<file path="config.mk">
export PLATFORM = sky130hd
export DESIGN_NAME = spi_mem_master
export DESIGN_NICKNAME = d
export VERILOG_FILES = /design/src/rtl/spi_mem_master.sv
export SDC_FILE = /design/constraint.sdc
export NUM_CORES = 1
export LEC_CHECK = 0
export CORE_MARGIN = 8
export CORE_UTILIZATION = 54
export DETAILED_ROUTE_END_ITERATION = 10
export GPL_ROUTABILITY_DRIVEN = 0
export PLACE_DENSITY = 0.8
export SETUP_SLACK_MARGIN = 0.2
export SLEW_MARGIN = 0
export SYNTH_ARGS = -nofsm -noshare
export SYNTH_HDL_FRONTEND = slang
export SYNTH_SLANG_ARGS = --single-unit
</file>
<file path="constraint.sdc">
create_clock -name CLOCK_50 -period 3.13 [get_ports CLOCK_50]
set_clock_uncertainty 0.2 [all_clocks]
set_input_delay 0.313 -clock CLOCK_50 [delete_from_list [all_inputs] [get_ports CLOCK_50]]
set_output_delay 0.313 -clock CLOCK_50 [all_outputs]
set_load 0.02 [all_outputs]
</file>
<file path="src/rtl/spi_mem_master.sv">
// SPI mode-0 initiator for the BNN shared memory: 6-bit {rw,addr} header, then burst writes or reads of 20-bit words.
// Optional request range check enabled by defining SPI_MEM_MASTER_RANGE_CHECK_EN.
module spi_mem_master #(
    parameter int CLK_DIV   = 4,
    parameter int MEM_DEPTH = 29
) (
    input  logic        CLOCK_50,
    input  logic        iRSTn,
    input  logic        iSTART,
    input  logic        iRW,
    input  logic [4:0]  iADDR,
    input  logic [4:0]  iLEN,
    input  logic [19:0] iDATA,
    output logic        oDATA_REQ,
    output logic [19:0] oDATA,
    output logic        oDATA_VALID,
    output logic        oBUSY,
    output logic        oDONE,
    output logic        oERR,
    output logic        SCLK,
    output logic        MOSI,
    input  logic        MISO,
    output logic        CS
);

    typedef enum logic [2:0] {
        ST_IDLE, ST_SETUP, ST_HEADER, ST_TURN, ST_DATA, ST_HOLD, ST_DONE
    } state_t;

    localparam int DIV_W = $clog2(2 * CLK_DIV);
    localparam logic [DIV_W-1:0] HALF_END = DIV_W'(CLK_DIV - 1);
    localparam logic [DIV_W-1:0] HOLD_END = DIV_W'(2 * CLK_DIV - 1);

    if (CLK_DIV < 2 || MEM_DEPTH < 1 || MEM_DEPTH > 31) begin : g_param_check
        $error("spi_mem_master: unsupported CLK_DIV or MEM_DEPTH");
    end

    state_t           state_r;
    logic [DIV_W-1:0] div_r;
    logic [4:0]       bit_r;
    logic [4:0]       word_r;
    logic             rw_r;
    logic [19:0]      tx_r;
    logic [19:0]      rx_r;
    logic             rise_r;
    logic             miso_meta_r;
    logic             miso_sync_r;
    logic             sclk_r;
    logic             mosi_r;
    logic             cs_r;
    logic             busy_r;
    logic             done_r;
    logic             err_r;
    logic             req_r;
    logic             valid_r;
    logic [19:0]      data_r;

    logic             half_end_s;
    logic [19:0]      rx_next_s;
    logic             range_bad_s;

    assign half_end_s = (div_r == HALF_END);
    assign rx_next_s  = {rx_r[18:0], miso_sync_r};

`ifdef SPI_MEM_MASTER_RANGE_CHECK_EN
    assign range_bad_s = ({1'b0, iADDR} >= 6'(MEM_DEPTH)) ||
                         (({1'b0, iADDR} + {1'b0, iLEN}) > 6'(MEM_DEPTH));
`else
    assign range_bad_s = 1'b0;
`endif

    assign SCLK        = sclk_r;
    assign MOSI        = mosi_r;
    assign CS          = cs_r;
    assign oBUSY       = busy_r;
    assign oDONE       = done_r;
    assign oERR        = err_r;
    assign oDATA_REQ   = req_r;
    assign oDATA_VALID = valid_r;
    assign oDATA       = data_r;

    // Two-flop synchroniser for the responder's data line.
    always_ff @(posedge CLOCK_50) begin
        if (!iRSTn) begin
            miso_meta_r <= 1'b0;
            miso_sync_r <= 1'b0;
        end else begin
            miso_meta_r <= MISO;
            miso_sync_r <= miso_meta_r;
        end
    end

    // Transfer sequencer: divider, bit/word counters, shifters and all registered outputs.
    always_ff @(posedge CLOCK_50) begin
        if (!iRSTn) begin
            state_r <= ST_IDLE;
            div_r   <= '0;
            bit_r   <= 5'd0;
            word_r  <= 5'd0;
            rw_r    <= 1'b0;
            tx_r    <= 20'd0;
            rx_r    <= 20'd0;
            rise_r  <= 1'b0;
            sclk_r  <= 1'b0;
            mosi_r  <= 1'b0;
            cs_r    <= 1'b1;
            busy_r  <= 1'b0;
            done_r  <= 1'b0;
            err_r   <= 1'b0;
            req_r   <= 1'b0;
            valid_r <= 1'b0;
            data_r  <= 20'd0;
        end else begin
            req_r   <= 1'b0;
            valid_r <= 1'b0;
            done_r  <= 1'b0;
            err_r   <= 1'b0;
            rise_r  <= 1'b0;

            // The cycle after a rise: sample MISO and take the write word requested at that rise.
            if (rise_r) begin
                rx_r <= rx_next_s;
                if (state_r == ST_DATA && !rw_r && bit_r == 5'd0) begin
                    data_r  <= rx_next_s;
                    valid_r <= 1'b1;
                end
            end
            if (req_r) begin
                tx_r <= iDATA;
            end

            case (state_r)
                ST_IDLE: begin
                    if (iSTART) begin
                        if (range_bad_s) begin
                            err_r <= 1'b1;
                        end else begin
                            rw_r   <= iRW;
                            word_r <= iLEN;
                            bit_r  <= 5'd5;
                            div_r  <= '0;
                            busy_r <= 1'b1;
                            if (iLEN == 5'd0) begin
                                state_r <= ST_DONE;
                                done_r  <= 1'b1;
                            end else begin
                                state_r <= ST_SETUP;
                                cs_r    <= 1'b0;
                                mosi_r  <= iRW;
                                tx_r    <= {iADDR, 15'd0};
                            end
                        end
                    end
                end
                ST_SETUP: begin
                    if (half_end_s) begin
                        div_r   <= '0;
                        sclk_r  <= 1'b1;
                        rise_r  <= 1'b1;
                        state_r <= ST_HEADER;
                    end else begin
                        div_r <= div_r + DIV_W'(1);
                    end
                end
                ST_HEADER, ST_TURN, ST_DATA: begin
                    div_r <= half_end_s ? '0 : div_r + DIV_W'(1);
                    if (half_end_s && !sclk_r) begin
                        sclk_r <= 1'b1;
                        rise_r <= 1'b1;
                        if (rw_r && bit_r == 5'd0 &&
                            (state_r == ST_HEADER || (state_r == ST_DATA && word_r != 5'd1))) begin
                            req_r <= 1'b1;
                        end
                    end else if (half_end_s) begin
                        // Falling edge: present the next bit; tx_r drains to zeros after the last word.
                        sclk_r <= 1'b0;
                        mosi_r <= tx_r[19];
                        tx_r   <= {tx_r[18:0], 1'b0};
                        if (bit_r != 5'd0) begin
                            bit_r <= bit_r - 5'd1;
                        end else begin
                            bit_r <= 5'd19;
                            case (state_r)
                                ST_HEADER: state_r <= rw_r ? ST_DATA : ST_TURN;
                                ST_TURN:   state_r <= ST_DATA;
                                ST_DATA: begin
                                    word_r <= word_r - 5'd1;
                                    if (word_r == 5'd1) begin
                                        state_r <= ST_HOLD;
                                    end
                                end
                                default:   state_r <= ST_IDLE;
                            endcase
                        end
                    end
                end
                ST_HOLD: begin
                    // Covers the last bit's low phase plus the CS hold time.
                    if (div_r == HOLD_END) begin
                        div_r   <= '0;
                        cs_r    <= 1'b1;
                        done_r  <= 1'b1;
                        state_r <= ST_DONE;
                    end else begin
                        div_r <= div_r + DIV_W'(1);
                    end
                end
                ST_DONE: begin
                    busy_r  <= 1'b0;
                    state_r <= ST_IDLE;
                end
                default: begin
                    state_r <= ST_IDLE;
                end
            endcase
        end
    end

endmodule

</file>
==> impl_metrics.yaml <==
critical_path:
  critPathCaptureType: "flop"
  critical_path_required_ps: 3170
  critPathKind: "reg -> reg"
  cp.arrival_ps: 2450
  cp-start-kind: "flop"
  crit_fanout: 16
clock_network:
  post_cts_buffers: 0
  ctsResizeCount: 0
  clock_sinks: 86
  max-clock-path-buffers: 2
  numCtsBuffers: 9
  cts_tree: "done"
  cts.clk_slew.worst_paths_ps: 80
  clk_latency_ps: 350
  ctsRootBufferMaster: "clkbuf_8"
  cts_hold_buf: 0
  htreeDepth: 3
synth:
  synth_edf_count: 0
  synth_seq_cells: 86
  netlist_top_cells_area: "dfxtp_1 43%, mux2i_1 10%, nand2_1 7.1%"
  ys.flop_type: "dfxtp_1"
  yosys_warnings: 0
  synth_area_um2: 3993
  syn_avg_cell_area_um2: 8.775
  synth_top_area_share: 0.4312
  synthesis.instances: 455
  syn_nets: 497
  yosys.area.top_type: "dfxtp_1"
  async_flop_share: 0
  yosysUniqueCellTypes: 53
  seq_area_frac_synth: 0.4312
place:
  pre_cts_ws_ps: 562.4
  dp.final_hpwl_mm: 6.027
  dp_cells: 593
  io_buffers: 61
timing:
  worstMarginPinSlew_ps: 852.2
  period_minus_slack_ps: 2405
  hold_viol_final: 0
  post-route-period-util: 0.7683
  worst_slack_ps: 725.2
  fmax_ghz: 0.4158
  grt_setup_unrepaired: "false"
  tns_ps: 0
  relSlewSlack: 0.4319
  setup_violations: 0
  report.final.slew_viol_count: 0
die:
  dieWidth_um: 102.0
  num_io_pins: 63
  rows: 31
  initial_core_util: 0.5534
  die_area_um2: 10400
  core_area_um2: 7214
  die_h_um: 102.0
route:
  final_antenna_net_count: 0
  wl_mm: 8.562
  vias: 3232
  firstDrtPassIters: 4
  drt-vias-per-instance: 5.325
  wl_per_cell_um: 14.11
  remaining_drc_errors: 0
  drt_iter0_drc: 162
cells_and_area:
  drive_above_1_share: 0.07283
  area_growth_pct: 20.53
  diodes: 0
  fin_cells: 607
  fin_nets: 547
grt:
  grt_pass1_wl_mm: 14.54
  grt_pass1_vias: 3183
  globalRouteOverflowTotal: 0
  antenna_found_initial: 0
  grt_max_degree: 57
  grt_util_all_layers: 0.1735
power:
  peakVddDrop_uv: 277.8
  power_density_nw_per_um2: 456.1
  p_leak_nw: 1.674
status:
  status: "complete, no violations"
min_path:
  min_path_type: "reg -> reg"
flow_run:
  drv_cap: 0
-- cells by family (layout without fill, tap and decap cells) --
group / count (synthesis) / count (layout) / synth area share
AO/OA/AOI/OAI: 97 / 97 / 0.1608
adder cells (fa/ha/maj): 7 / 7 / 0.02194
buffers and inverters: 42 / 95 / 0.04857
flip-flops: 86 / 86 / 0.4312
multiplexers: 42 / 42 / 0.1056
other: 1 / 1 / 0.0009392
AND/OR/NAND/NOR: 180 / 180 / 0.2310
-- cell usage in the layout (no fill, tap or decap), types with 2 or more instances in the layout --
cell type        netlist  layout
dfxtp_1               86      86
nand2_1               75      75
clkdlybuf4s50_1        0      60
mux2i_1               41      41
o21ai_0               34      34
nor2b_1               26      26
and2_1                25      25
a21boi_1              22      22
nor2_1                18      18
inv_1                 11      11
clkbuf_8               0      10
buf_4                  3       8
a21oi_1                7       7
ha_1                   7       7
nor3_1                 6       6
a22oi_1                6       6
nand3_1                5       5
nand2b_1               4       4
a31oi_1                4       4
and3_1                 3       3
o211ai_1               3       3
o221a_2                2       2
nor4b_1                2       2
a21oi_2                2       2
nand4_1                2       2
nand3b_1               2       2
a21o_1                 2       2
a21boi_0               2       2
o2bb2ai_1              2       2
or4b_4                 2       2
or2_2                  2       2
clkinv_2               0       2
clkinvlp_4             0       2
-- registers in the layout, summed over array words and instances (netlist names), 3 cells and up --
name / count
oDATA: 20
tx_r: 20
rx_r: 19
bit_r: 5
word_r: 5
div_r: 3
state_r: 3
-- power by group --
part           leakage (nW)  switching [mW]  total (mW)  internal [mW]
sequential            0.697          0.0452        1.17           1.13
clock                0.0800           0.372       0.670          0.298
combinational         0.897           0.185       0.349          0.164
-- path summary, 6_finish.rpt --
path	start	slack [ps]	end	depth (start not counted)
setup / recovery	state_r[0]$_SDFFE_PN0P_	730	bit_r[1]$_SDFFE_PN0P_	7
hold / removal	oDATA[17]$_SDFFE_PN0P_	250	oDATA[17]$_SDFFE_PN0P_	2
setup reg to reg	state_r[0]$_SDFFE_PN0P_	730	bit_r[1]$_SDFFE_PN0P_	7
hold reg to reg	oDATA[17]$_SDFFE_PN0P_	250	oDATA[17]$_SDFFE_PN0P_	2
-- final cells by class --
| cell class | count | area (um^2) |
|---|---|---|
| tap | 99 | 123.9 |
| inverter | 11 | 41.29 |
| sequential | 86 | 1722 |
| timing repair buffer | 70 | 685.7 |
| fill | 612 | 2402 |
| clock buffer | 10 | 137.6 |
| multi-input combinational | 327 | 2077 |
| clock inverter | 4 | 25.02 |
-- synth_stat cells, types with 2 or more instances --
library cell   n
a21boi_0       2
a21boi_1      22
a21o_1         2
a21oi_1        7
a21oi_2        2
a22oi_1        6
a31oi_1        4
and2_1        25
and3_1         3
buf_2          8
buf_4          3
buf_6          2
clkbuf_1      18
dfxtp_1       86
ha_1           7
inv_1         11
mux2i_1       41
nand2_1       75
nand2b_1       4
nand3_1        5
nand3b_1       2
nand4_1        2
nor2_1        18
nor2b_1       26
nor3_1         6
nor4b_1        2
o211ai_1       3
o21ai_0       34
o221a_2        2
o2bb2ai_1      2
or2_2          2
or4b_4         2
-- critical path, stage by stage (launching register included) --
cell and delay (ps):
dfxtp_1 660, or3b_1 310, a21oi_2 80, buf_4 180, buf_4 200, nor2_1 370, mux2i_1 230, nor2b_1 60
-- per-stage QoR --
stage	hold slack, ps	total power, mW	utilization	area [um^2]
global placement	239.6	1.536	0.6445	4649
global route	274.4	2.313	0.6670	4812
CTS	255.1	2.216	0.6670	4812
floorplan	211.9	1.430	-	3993
detailed placement	244.4	1.547	0.6445	4649
finish	251.9	2.195	0.6670	4812
-- metal layers --
metal	share of wire	routed length [um]	global-route usage
met5	0	0	0
met4	0.014	122	0.08126
met3	0.054	465	0.03610
met2	0.47	4059	0.2909
met1	0.46	3914	0.2072
No activity file was read; power rests on OpenSTA's default activity.
